`src/rtl/pico_pkg.sv`:
```
// Shared opcode map, ALU codes, control-word layout and FSM state type for the
// sequenced instruction decoder.
package pico_pkg;

    localparam int OPW_DEF = 6;

    localparam logic [OPW_DEF-1:0] NOP  = 6'd0;
    localparam logic [OPW_DEF-1:0] ADD  = 6'd1;
    localparam logic [OPW_DEF-1:0] ADDI = 6'd2;
    localparam logic [OPW_DEF-1:0] MUL  = 6'd3;
    localparam logic [OPW_DEF-1:0] MULI = 6'd4;
    localparam logic [OPW_DEF-1:0] DISP = 6'd5;
    localparam logic [OPW_DEF-1:0] ADDF = 6'd6;
    localparam logic [OPW_DEF-1:0] BREL = 6'd7;
    localparam logic [OPW_DEF-1:0] BABS = 6'd8;

    localparam logic [2:0] RNOP = 3'd0;
    localparam logic [2:0] RADD = 3'd1;
    localparam logic [2:0] RMUL = 3'd2;

    typedef enum logic [1:0] {DEC, MULW, RDYW} dec_state_t;

    // Field order matters: the bench packs DUT outputs in this same order.
    typedef struct packed {
        logic       pc_incr;
        logic       pc_absbranch;
        logic       pc_relbranch;
        logic [2:0] alu_func;
        logic       imm;
        logic       w;
        logic       store;
        logic       disp;
        logic       busy;
    } ctl_t;

    function automatic ctl_t ctl_idle();
        ctl_t c;
        c          = '0;
        c.alu_func = RNOP;
        return c;
    endfunction

endpackage

```
`src/rtl/dec_comb.sv`:
```
// Single-cycle opcode-to-control lookup; MUL/MULI decode as a one-cycle
// multiply and BREL as a fall-through, the sequencer overrides both.
module dec_comb
    import pico_pkg::*;
#(
    parameter int OPW = OPW_DEF
) (
    input  logic [OPW-1:0] opcode,
    output ctl_t           ctl
);

    // NOTE: every field gets a default before the case so no latch is inferred.
    always_comb begin
        ctl         = ctl_idle();
        ctl.pc_incr = 1'b1;
        case (opcode)
            ADD: begin
                ctl.w        = 1'b1;
                ctl.alu_func = RADD;
            end
            ADDI: begin
                ctl.w        = 1'b1;
                ctl.imm      = 1'b1;
                ctl.alu_func = RADD;
            end
            DISP: begin
                ctl.disp     = 1'b1;
                ctl.alu_func = RADD;
            end
            ADDF: begin
                ctl.store    = 1'b1;
                ctl.alu_func = RADD;
            end
            BABS: begin
                ctl.pc_absbranch = 1'b1;
                ctl.pc_incr      = 1'b0;
            end
            MUL, MULI: begin
                ctl.w        = 1'b1;
                ctl.alu_func = RMUL;
                ctl.imm      = (opcode == MULI);
            end
            default: ;
        endcase
    end

endmodule

```
`src/rtl/seq_decoder.sv`:
```
// Multi-cycle instruction decoder: stalls the PC for multi-cycle multiplies and
// for BREL waiting on ready, otherwise defers to the single-cycle lookup.
module seq_decoder
    import pico_pkg::*;
#(
    parameter int OPW       = OPW_DEF,
    parameter int NFLAGS    = 4,
    parameter int MUL_LAT   = 3,
    parameter int BREL_WAIT = 1,
    parameter int TIMEOUT   = 15
) (
    input  logic              clock,
    input  logic              reset,
    input  logic [OPW-1:0]    opcode,
    input  logic [NFLAGS-1:0] flags,
    input  logic              ready,
    input  logic              br_cond,
    output logic              pc_incr,
    output logic              pc_absbranch,
    output logic              pc_relbranch,
    output logic [2:0]        ALUfunc,
    output logic              imm,
    output logic              w,
    output logic              store,
    output logic              disp,
    output logic              busy
);

    localparam int CNT_MAX = (MUL_LAT > TIMEOUT) ? MUL_LAT : TIMEOUT;
    localparam int CW      = $clog2(CNT_MAX + 1);

    dec_state_t     state, next_state;
    logic [CW-1:0]  cnt, next_cnt;
    logic [OPW-1:0] op_q;
    ctl_t           dec_ctl, ctl;

    logic unused_flags;
    assign unused_flags = ^flags;

    dec_comb #(.OPW(OPW)) u_dec_comb (
        .opcode (opcode),
        .ctl    (dec_ctl)
    );

    logic match, is_mul, mul_last, rdy_timeout;
    assign match       = (ready == br_cond);
    assign is_mul      = (opcode == MUL) || (opcode == MULI);
    assign mul_last    = (cnt == CW'(MUL_LAT - 1));
    assign rdy_timeout = (cnt == CW'(TIMEOUT));

    always_comb begin
        ctl        = ctl_idle();
        next_state = DEC;
        next_cnt   = '0;
        if (!reset) begin
            case (state)
                DEC: begin
                    ctl = dec_ctl;
                    if (is_mul && (MUL_LAT > 1)) begin
                        ctl.w       = 1'b0;
                        ctl.pc_incr = 1'b0;
                        ctl.busy    = 1'b1;
                        next_state  = MULW;
                        next_cnt    = CW'(1);
                    end else if (opcode == BREL) begin
                        if (match) begin
                            ctl.pc_incr      = 1'b0;
                            ctl.pc_relbranch = 1'b1;
                        end else if (BREL_WAIT != 0) begin
                            ctl.pc_incr = 1'b0;
                            ctl.busy    = 1'b1;
                            next_state  = RDYW;
                            next_cnt    = CW'(1);
                        end
                    end
                end
                MULW: begin
                    ctl.alu_func = RMUL;
                    ctl.imm      = (op_q == MULI);
                    ctl.busy     = 1'b1;
                    if (mul_last) begin
                        ctl.w       = 1'b1;
                        ctl.pc_incr = 1'b1;
                    end else begin
                        next_state = MULW;
                        next_cnt   = cnt + CW'(1);
                    end
                end
                RDYW: begin
                    ctl.busy = 1'b1;
                    // A ready match wins over a timeout landing in the same cycle.
                    if (match) begin
                        ctl.pc_relbranch = 1'b1;
                    end else if (rdy_timeout) begin
                        ctl.pc_incr = 1'b1;
                    end else begin
                        next_state = RDYW;
                        next_cnt   = cnt + CW'(1);
                    end
                end
                default: ;
            endcase
        end
    end

    // NOTE: sequential state uses non-blocking assignments only.
    always_ff @(posedge clock) begin
        if (reset) begin
            state <= DEC;
            cnt   <= '0;
            op_q  <= '0;
        end else begin
            state <= next_state;
            cnt   <= next_cnt;
            if (state == DEC && next_state != DEC)
                op_q <= opcode;
        end
    end

    assign pc_incr      = ctl.pc_incr;
    assign pc_absbranch = ctl.pc_absbranch;
    assign pc_relbranch = ctl.pc_relbranch;
    assign ALUfunc      = ctl.alu_func;
    assign imm          = ctl.imm;
    assign w            = ctl.w;
    assign store        = ctl.store;
    assign disp         = ctl.disp;
    assign busy         = ctl.busy;

endmodule

```
`config.mk`:
```
export PLATFORM = sky130hd
export DESIGN_NAME = seq_decoder
export DESIGN_NICKNAME = d
export VERILOG_FILES = /design/src/rtl/pico_pkg.sv /design/src/rtl/dec_comb.sv /design/src/rtl/seq_decoder.sv
export SDC_FILE = /design/constraint.sdc
export NUM_CORES = 1
export LEC_CHECK = 0
export ABC_CLOCK_PERIOD_IN_PS = 1700
export BUFFER_PORTS_ARGS = -buffer_cell sky130_fd_sc_hd__buf_2
export CELL_PAD_IN_SITES_DETAIL_PLACEMENT = 1
export CELL_PAD_IN_SITES_GLOBAL_PLACEMENT = 2
export CORE_UTILIZATION = 26
export CTS_CLUSTER_SIZE = 14
export DETAILED_ROUTE_END_ITERATION = 6
export PLACE_DENSITY = 0.81
export SYNTH_ARGS = -nofsm -noshare
export SYNTH_HDL_FRONTEND = slang
export SYNTH_SLANG_ARGS = --single-unit
```
`constraint.sdc`:
```
create_clock -name clock -period 1.7 [get_ports clock]
set_input_delay 0.085 -clock clock [delete_from_list [all_inputs] [get_ports clock]]
set_output_delay 0.085 -clock clock [all_outputs]
set_load 0.01 [all_outputs]
```
[After elaboration in Yosys (flattened, before gate mapping)]
Cells that the tools add are included.
Cells by class
  add/sub/neg operators: 1
  eq/ne operators: 14
  muxes and demuxes: 40
  reduce and logical (&&, ||, !) cells: 8
Operators with widths (number)
  6-bit by 3-bit equality test with 1-bit output (second input constant): 5
  1-bit two-way mux: 20
  2-bit two-way mux: 8
  6-bit by 2-bit equality test with 1-bit output (second input constant): 2
  4-bit two-way mux: 3
  4-bit one-hot mux with 3 select lines: 1
  11-bit two-way mux: 1
  5-bit one-hot mux with 2 select lines: 1
  4-bit OR reduction: 2
  6-bit by 1-bit equality test with 1-bit output (second input constant): 1
  6-bit by 4-bit equality test with 1-bit output (second input constant): 1
  1-bit one-hot mux with 2 select lines: 3
  2-bit one-hot mux with 3 select lines: 1
  4-bit by 1-bit adder with 4-bit output (second input constant): 1
  4-bit by 2-bit equality test with 1-bit output (second input constant): 1
  4-bit equality test (second input constant): 1
  2-bit one-hot mux with 2 select lines: 1
  2-bit OR reduction: 2
  1-bit one-hot mux with 3 select lines: 1
  2-bit by 1-bit equality test with 1-bit output (second input constant): 1
  2-bit equality test (second input constant): 1
  2-bit logical NOT: 1
  2-bit nonzero test: 1
  1-bit equality test: 1
  other kinds (2): 2
Storage, ports and cells
  register bits after elaboration: 12
  input bits: 14
  output and inout port bits: 11
  logic and storage cells: 66

[Logic depth before layout (Yosys ltp)]
Gate-level depths: netlist (run 1).
  word-level depth: 8
  mapped depth: 7
  depth with buffers taken out: 7

[By module]
Synthesis (run 1) repeated with hierarchy kept, for this count alone.
Second synthesis, totals
  cell total of the unflattened synthesis: 114
  area total of the unflattened synthesis: 987.2 µm²
Modules (own cells, without submodules)
  seq_decoder: instances 1, cells each 92, area each 833.3 µm², seq. area each 240.2 µm²
  dec_comb: instances 1, cells each 22, area each 153.9 µm², seq. area each 0.0 µm²

[Least setup slack after synthesis (run 1)]
No wires, ideal clock.
  kind: register to register
  from: reg state[0]
  to: reg op_q[0]
  library setup time: 0.121 ns
  data arrival time: 1.623 ns
  required time: 1.579 ns
  setup slack: -0.044 ns
  stages on the path, launching flop included: 8
  path buffers: 0
  period minus slack after synthesis: 1.744 ns
  cells stage by stage: dfxtp_1 > inv_1 > ha_1 > nor4b_4 > nand2_2 > a21oi_4 > o21ai_4 > mux2_4
Between the ends
  word-level cells in the longest chain between the ends: 5
  elaborated cells between the ends (all ways): 7
  classes of those cells: eq/ne: 2; mux: 2; reduce/logical: 3
RTL lines
  from (decl): line seq_decoder.sv:32  | dec_state_t state, next_state;
  from (signal assigned): line seq_decoder.sv:113  | state <= next_state;
  2-bit equality test, or another cell as far along: line seq_decoder.sv:56  | case (state)
  2-bit one-hot mux with 3 select lines: line seq_decoder.sv:56
  2-bit two-way mux: line seq_decoder.sv:55  | if (!reset) begin
  2-bit nonzero test: line seq_decoder.sv:115  | if (state == DEC && next_state != DEC)
  1-bit logical AND (*): line seq_decoder.sv:115
  to (signal assigned): line seq_decoder.sv:116  | op_q <= opcode;
  to (decl): line seq_decoder.sv:34  | logic [OPW-1:0] op_q;
Mark *: on every way between the ends. The rest lies on a longest branch, timed or not.
A chain may end at the register's enable or synchronous reset.

[Worst setup path in the final report (run 1)]
  from: reg state[1]
  to: out pc_relbranch
Between the ends
  word-level cells in the longest chain between the ends: 3
  elaborated cells between the ends (all ways): 4
  classes of those cells: eq/ne: 1; mux: 2; reduce/logical: 1
RTL lines
  2-bit equality test / 2-bit logical NOT (equally long branches): line seq_decoder.sv:56
  1-bit one-hot mux with 2 select lines (*): line seq_decoder.sv:56
  11-bit two-way mux (*): line seq_decoder.sv:55
  to (decl): line seq_decoder.sv:20  | output logic pc_relbranch,
Marked as above.

==> run_results.csv, run 1 <==
group,metric,value,unit
status,status,"complete, but fails checks",
status,failed_checks,"setup timing",
timing,rsz0062_at_grt,"true",
cts,h-tree-depth,1,
global_routing,grt_overflow,0,
global_routing,grt_max_degree,13,
critical_path,cp_top_family,"buffers and inverters",
floorplanning,num_rows,20,
global_routing,grt_usage,15.57,%
synthesis,ys_types,40,
cells_and_area,antennaDiodeCount,0,
cts,cts_root_buf,"clkbuf_4",
critical_path,reg2reg_depth,9,
placed_design,place_congestion,0.7516,
synthesis,synth_warnings,0,
synthesis,syn_inst,100,
synthesis,synthArstFlopShare,0,%
critical_path,arrival,1.79,ns
cells_and_area,nets,166,
route,postRouteAntennaNets,0,
critical_path,rrSetupSlack,-0.05,ns
critical_path,cp-end-kind,"output port",
placed_design,portBuffers,19,
placed_design,hpwl,1894,um
cts,cts_buffers,3,
critical_path,startpoint_type,"flop",
critical_path,cp_cell_sequence,"inv_2 -> ha_4 -> nor4b_4 -> buf_4 -> nand4_1 -> a211oi_2 -> buf_2",
worst_hold_path,min_path_cells,4,
floorplanning,io_pins,25,
route,drt-wirelength-per-cell,13.46,um
floorplanning,initial_core_util,28.10,%
critical_path,crit_cells,7,
cts,cts_hold_buf,0,
timing,fin_crit_sh,110.1,%
timing,setup_viol,11,
timing,fmax,534.4,MHz
timing,setup_tns,-0.8174,ns
critical_path,crit_required,1.62,ns
timing,holdWs,0.1009,ns
cells_and_area,layout.cells.most_common,"buf_4",
power,power.density,475.8,nW/um2
synthesis,syn_area,885.9,um2
critical_path,path_buf_inv,3,
power,p_leak,0.6355,nW
cts,clkLatencyLatePin,0.29,ns
cts,cts_tree,"yes",
floorplanning,die_area,3645,um2
route,via_count,865,
cells_and_area,syn2layout_area_growth,57.20,%
cells_and_area,drive_above_1_share,55.86,%
timing,fin_skew,0.006590,ns
route,drc,0,
critical_path,cp_slowest_cell,"dfxtp_2",
global_routing,antenna_found_initial,0,
cts,cts_buffer_depth,2,
synthesis,ys_seq_elements,12,
critical_path,slowest_delay,0.35,ns
timing,setup_ws,-0.1712,ns
cts,clkSinkCount,12,
synthesis,syn_area_per_cell,8.859,um2
route,via_per_inst,4.577,
timing,final_hold_viol_count,0,
timing,slew_viol_final,0,
global_routing,grt_pass1_wl,4133,um
route,dr.pass1.iters,3,
floorplanning,fp.dieH,60.37,um
worst_hold_path,holdCritPathClass,"input pin to flop",
timing,period_needed,1.871,ns
cts,path_clk_slew,0.08,ns
floorplanning,fp.coreArea,3153,um2
synthesis,syn-num-nets,120,
route,drt_iter0_drc,2,
route,routed_wl,2543,um
critical_path,worst-path-max-fanout,4,
synthesis,seq_area_frac_synth,27.12,%
power,vdd_drop_max,0.2985,mV
synthesis,synth-edff-count,0,
cells_and_area,layout_common_cells,"buf_4, buf_2, nor2_1, dfxtp_1, nand2_1",
critical_path,crit_type,"flop to output port",
job,drv_cap,0,
synthesis,ys.flop_type,"dfxtp_1",
global_routing,grt_pass1_vias,941,
floorplanning,fp.dieW,60.37,um
## sequential cells by signal, indices dropped and copies added (netlist names)
name	count
op_q	6
cnt	4
state	2
## stage by stage
| step | util [%] | total power, mW | instance area [um2] | instances | setup slack (ns) |
|---|---|---|---|---|---|
| CTS | 40.79 | 0.6580 | 1286 | 182 | -0.1392 |
| global route | 44.17 | 0.6988 | 1393 | 189 | -0.2605 |
| finish | 44.17 | 0.6626 | 1393 | 189 | -0.1712 |
| global placement | 35.40 | 0.4048 | 1116 | 170 | 0.02732 |
| detailed placement | 35.40 | 0.4095 | 1116 | 170 | -0.03829 |
| floorplan | - | 0.3662 | 902.1 | 100 | 0.005800 |
## cells in the mapped netlist, drive strengths merged, types with 2 or more instances
| master | number | area, um2 |
|---|---|---|
| dfxtp | 12 | 240.2 |
| nand2 | 7 | 28.78 |
| xor2 | 3 | 33.79 |
| a21oi | 6 | 41.29 |
| inv | 7 | 26.27 |
| ha | 6 | 75.07 |
| o21ai | 3 | 26.27 |
| buf | 4 | 22.52 |
| o31ai | 2 | 15.01 |
| nand2b | 4 | 25.02 |
| nor4b | 5 | 58.80 |
| nor2 | 10 | 40.04 |
| a21o | 2 | 15.01 |
| nor2b | 4 | 25.02 |
| xnor2 | 3 | 26.28 |
| mux2 | 4 | 60.06 |
| nand3 | 3 | 15.01 |
| mux2i | 2 | 20.02 |
## logic make-up (layout without fill, tap and decap cells)
kind of cell	Yosys count	after routing	share of synthesized area (%)
AND/OR/NAND/NOR	38	38	25.28
AO/OA/AOI/OAI	19	19	16.95
flip-flops	12	12	27.12
buffers and inverters	12	57	5.931
adder cells (fa/ha/maj)	6	6	8.474
XOR/XNOR	6	6	6.781
multiplexers	6	6	9.040
other	1	1	0.4233
## what timing repair did
| item | 4_1_cts | 5_1_grt |
|---|---|---|
| endpoints found under the setup margin | 15 | 15 |
| gates cloned | 0 | 0 |
| setup buffers | 8 | 7 |
| pin swaps | 4 | 5 |
| resized for setup | 20 | 11 |
## worst reg2reg max path: cells and delay by family (launching register included)
kind,cells,cell delay (ns)
AOI/OAI and AO/OA,2,0.22
and+or+nand+nor,2,0.27
adders and majority gates,1,0.12
muxes,1,0.31
buffers and inverters,3,0.36
DFF,1,0.35
## final cells by class
type	count	area (um2)
Clock buffer	4	36.28
Fill cell	387	1760
Inverter	7	31.28
Multi-Input combinational cell	76	713.2
Sequential cell	12	247.7
Tap cell	44	55.05
Timing Repair Buffer	46	309.0
## routing by layer
| layer | part of all wire [%] | track usage, % | vias up |
|---|---|---|---|
| met2 | 55 | 31.08 | 16 |
| met1 | 41 | 15.69 | 416 |
| met4 | 0.16 | 2.990 | 0 |
| met5 | 0 | 0 | - |
| met3 | 3.6 | 4.691 | 2 |
| li1 | - | - | 431 |
## power breakdown
group          switching, mW  leakage (nW)  internal (mW)
Combinational         0.0722         0.515         0.0630
Sequential           0.00433        0.0992          0.286
Clock                  0.107        0.0210          0.131
## worst paths after layout
check | start | end
worst max-delay path | state[1] | pc_relbranch
worst min-delay path | reset | state[1]
worst max register to register | state[1] | op_q[5]
worst min register to register | op_q[1] | op_q[1]
No activity file was read; power rests on OpenSTA's default activity.
==> run 2, diff against run 1 <==
- CORE_ASPECT_RATIO: not set -> 2
- CTS_CLUSTER_SIZE: 14 -> 40
==> run_results.csv, run 2 (synthesis results as in run 1) <==
group,metric,value,unit
cts,cts_hold_buf,0,
cts,cts_root_buf,"clkbuf_8",
floorplanning,fp.dieH,84.55,um
cells_and_area,largest-register,"op_q",
cells_and_area,layout.cells.most_common,"buf_4",
cells_and_area,nets,167,
timing,final_hold_viol_count,0,
critical_path,startpoint_type,"flop",
timing,fin_crit_sh,106.0,%
route,drc,0,
power,p_leak,0.6382,nW
power,power,0.7640,mW
route,via_per_inst,4.972,
timing,period_needed,1.802,ns
critical_path,cp_slowest_cell,"dfxtp_2",
critical_path,cp-end-kind,"output port",
floorplanning,initial_core_util,27.74,%
cells_and_area,drive_above_1_share,58.90,%
critical_path,cp_top_family,"buffers and inverters",
status,status,"complete, but fails checks",
critical_path,path_buf_inv,3,
critical_path,worst-path-max-fanout,4,
critical_path,crit_required,1.62,ns
floorplanning,fp.dieW,43.28,um
timing,rsz0062_at_grt,"true",
critical_path,r2r-start,"state[1]",
critical_path,slowest_delay,0.34,ns
power,vdd_drop_max,0.2987,mV
route,via_count,880,
timing,holdWs,0.1526,ns
worst_hold_path,min_from,"opcode[5]",
critical_path,crit_start,"state[1]",
placed_design,place_congestion,0.7971,
route,routed_wl,2700,um
timing,setup_ws,-0.1019,ns
cells_and_area,fill_cells,381,
placed_design,hpwl,1956,um
route,dr.pass1.iters,2,
job,drv_cap,0,
floorplanning,fp.coreArea,3193,um2
critical_path,arrival,1.72,ns
placed_design,detailedPlace.worstSlack,-0.03412,ns
global_routing,grt_overflow,0,
route,drt-wirelength-per-cell,15.25,um
global_routing,grt_pass1_vias,944,
worst_hold_path,holdCritPathClass,"input pin to flop",
global_routing,grt_usage,15.05,%
floorplanning,die_area,3659,um2
global_routing,grt_max_degree,13,
timing,fin_skew,0.004471,ns
cts,cts_tree,"yes",
placed_design,portBuffers,19,
cts,h-tree-depth,1,
cts,clkLatencyLatePin,0.25,ns
timing,fmax,555.0,MHz
cts,path_clk_slew,0.06,ns
critical_path,cp_cell_sequence,"inv_4 -> ha_4 -> nor4b_4 -> buf_4 -> nand4_1 -> a211oi_2 -> buf_2",
global_routing,grt_pass1_wl,4174,um
floorplanning,num_rows,29,
cells_and_area,layout_common_cells,"buf_4, buf_2, nor2_1, dfxtp_1, nand2_1",
global_routing,antenna_found_initial,0,
critical_path,crit_type,"flop to output port",
cells_and_area,antennaDiodeCount,0,
route,drt_iter0_drc,13,
cts,cts_buffer_depth,2,
timing,setup_viol,9,
floorplanning,io_pins,25,
timing,slew_viol_final,0,
status,failed_checks,"setup timing",
cells_and_area,syn2layout_area_growth,61.02,%
power,power.density,535.6,nW/um2
cells_and_area,largest_reg_flops,6,
cts,cts_buffers,3,
cts,clkSinkCount,12,
route,postRouteAntennaNets,0,
cells_and_area,largest_registers,"op_q (6), cnt (4), state (2)",
[run 2: final timing paths]
| kind | cells after the start | to | slack, ns |
|---|---|---|---|
| setup / recovery | 7 | pc_relbranch | -0.10 |
| hold / removal | 2 | op_q[5] | 0.15 |
| setup reg to reg | 8 | op_q[3] | -0.08 |
| hold reg to reg | 2 | op_q[2] | 0.48 |
[run 2: area by class of cell]
| type | count | area [um2] | area share (%) |
|---|---|---|---|
| multi-input combinational | 76 | 742.0 | 52.02 |
| timing repair buffer | 47 | 316.6 | 22.19 |
| sequential | 12 | 245.2 | 17.19 |
| clock buffer | 4 | 55.05 | 3.860 |
| tap | 31 | 38.79 | 2.719 |
| inverter | 7 | 28.78 | 2.018 |
[run 2: repair_timing]
action / 4_1_cts / 5_1_grt
setup endpoints to repair: 15 / 15
pin swaps: 4 / 7
resized for setup: 15 / 20
buffers inserted: 8 / 11
[run 2: report_power, final]
| part | switching [mW] | total, mW | internal (mW) |
|---|---|---|---|
| sequential | 0.00405 | 0.292 | 0.287 |
| clock | 0.122 | 0.328 | 0.205 |
| combinational | 0.0780 | 0.145 | 0.0669 |
| total | 0.204 | 0.764 | 0.560 |
[run 2: per-stage QoR]
step,utilization (%),area (um2),TNS [ns],cells
final,44.67,1426,-0.4846,177
after CTS,39.81,1271,-0.3872,168
after global placement,34.21,1092,0,156
after floorplan,-,902.1,0,100
after detailed placement,34.21,1092,-0.1356,156
after global routing,44.67,1426,-1.528,177
[run 2: worst register-to-register path, delay by kind of cell (launching register included)]
kind                     cells  cell delay (ns)
adder cells (fa/ha/maj)      1             0.14
multiplexers                 1             0.33
buffers and inverters        2             0.27
AO/OA/AOI/OAI                3             0.51
flip-flops                   1             0.36
AND/OR/NAND/NOR              1             0.05
[run 2: routing by layer]
layer	GRT usage, %	vias up	part of all wire, %
li1	-	437	-
met1	13.52	428	32
met2	30.12	11	64
met3	1.720	4	2.2
met4	7.438	0	1.8
met5	0	-	0
==> run 3, diff against run 2 <==
==> constraint.sdc (replaced) <==
create_clock -name clock -period 1.7 [get_ports clock]
set_input_delay 0.085 -clock clock [delete_from_list [all_inputs] [get_ports clock]]
set_output_delay 0.085 -clock clock [all_outputs]
set_load 0.1 [all_outputs]
==> run_results.csv, run 3 (synthesis results as in run 1) <==
group,metric,value,unit
cells_and_area,antennaDiodeCount,0,
power,p_leak,0.6879,nW
placed_design,detailedPlace.worstSlack,-0.1606,ns
route,drc,0,
cells_and_area,syn2layout_area_growth,81.64,%
global_routing,grt_pass1_vias,1040,
cells_and_area,largest_registers,"op_q (6), cnt (4), state (2)",
cells_and_area,largest-register,"op_q",
route,via_count,898,
worst_hold_path,holdCritPathClass,"input pin to flop",
power,p_seq_share,35.4,%
timing,final_hold_viol_count,0,
job,drv_cap,0,
critical_path,startpoint_type,"flop",
placed_design,placed_area,1375,um2
critical_path,crit_type,"flop to output port",
floorplanning,fp.dieW,43.28,um
power,power.density,511.3,nW/um2
global_routing,grt_max_degree,13,
cells_and_area,seqCellArea,245.2,um2
power,vdd_drop_max,0.4113,mV
cells_and_area,layout.cells.most_common,"buf_4",
placed_design,dp_cells,160,
global_routing,grt_overflow,0,
critical_path,cp-end-kind,"output port",
route,dr.pass1.iters,4,
power,power.net_switching,0.2460,mW
placed_design,hpwl,2099,um
cts,h-tree-depth,1,
route,via_per_inst,5.102,
power,p_comb_share,26.0,%
timing,worstMarginPinSlew,0.5304,ns
cts,path_clk_slew,0.05,ns
global_routing,grt_pass1_wl,4650,um
cells_and_area,multiInputGateArea,768.2,um2
floorplanning,fp.coreArea,3193,um2
timing,setup_tns,-2.065,ns
critical_path,reg2reg_depth,10,
timing,slew_headroom,64.27,%
cells_and_area,layout_common_cells,"buf_4, buf_12, buf_2, dfxtp_1",
critical_path,arrival,1.83,ns
timing,fin_crit_sh,112.9,%
timing,rsz0062_at_grt,"true",
floorplanning,fp.dieH,84.55,um
timing,setup_ws,-0.2194,ns
cts,clkLatencyLatePin,0.24,ns
worst_hold_path,min_path_cells,2,
cells_and_area,fill_cells,351,
global_routing,antenna_found_initial,0,
power,pwr-share-clk,38.6,%
placed_design,portBuffers,19,
power,power,0.8227,mW
timing,slew_viol_final,0,
power,switching_share,29.91,%
cells_and_area,fin_util,50.39,%
cts,cts_buffers,3,
status,status,"complete, but fails checks",
floorplanning,initial_core_util,27.74,%
cells_and_area,finalInstanceArea,1609,um2
route,postRouteAntennaNets,0,
timing,fmax,521.0,MHz
global_routing,grt_usage,16.57,%
timing,setup_viol,15,
route,drt_iter0_drc,12,
floorplanning,io_pins,25,
cells_and_area,final_cells,176,
route,routed_wl,2759,um
critical_path,worst-path-max-fanout,4,
status,failed_checks,"setup timing",
timing,fin_skew,0.004388,ns
floorplanning,die_area,3659,um2
cts,cts_hold_buf,0,
placed_design,place_congestion,0.7383,
cts,cts_buffer_depth,2,
cts,cts_tree,"yes",
power,internal_power,0.5766,mW
cts,clkSinkCount,12,
floorplanning,num_rows,29,
cells_and_area,nets,166,
route,drt-wirelength-per-cell,15.68,um
critical_path,crit_required,1.62,ns
cells_and_area,largest_reg_flops,6,
timing,period_needed,1.919,ns
cells_and_area,drive_above_1_share,60.00,%
timing,holdWs,0.1545,ns
cts,cts_root_buf,"clkbuf_8",
run 3: worst paths after layout:
kind,startpoint,end,slack [ns]
setup reg to reg,state[0],op_q[5],-0.14
hold / removal,opcode[5],op_q[5],0.15
hold reg to reg,op_q[1],op_q[1],0.49
setup / recovery,state[0],pc_relbranch,-0.22
run 3: critical path, cell delays in order, from the launching register on:
cell and delay, ns:
dfxtp_2 0.33, inv_2 0.08, ha_4 0.14, nor4b_4 0.20, buf_6 0.16, nand4_1 0.19
a211oi_4 0.30, buf_12 0.21
run 3: final cells by class:
class                   count  share of cell area, %
repair buffers             46                  29.55
flip-flops and latches     12                  15.24
well taps                  31                  2.411
inverters                   7                  1.633
clock buffers               4                  3.421
multi-input cells          76                  47.75
run 3: what timing repair did:
action	in CTS	in global routing
resized for setup	16	4
pin swaps	8	2
endpoints found under the setup margin	14	15
buffers inserted	10	4
run 3: power groups by stage:
stage | registers [mW] | logic [mW] | clock network, mW
2_1_floorplan | 0.296 | 0.130 | 0
3_3_place_gp | 0.297 | 0.186 | 0
3_5_place_dp | 0.297 | 0.190 | 0
4_1_cts | 0.291 | 0.208 | 0.331
5_1_grt | 0.292 | 0.226 | 0.342
6_report | 0.291 | 0.214 | 0.318
run 3: layer usage:
layer  global-route usage (%)  part of all wire [%]  up-vias
li1                         -                     -      431
met1                    15.39                    31      444
met2                    34.74                    66       17
met3                    1.505                   1.9        6
met4                    4.408                  0.65        0
met5                        0                     0        -
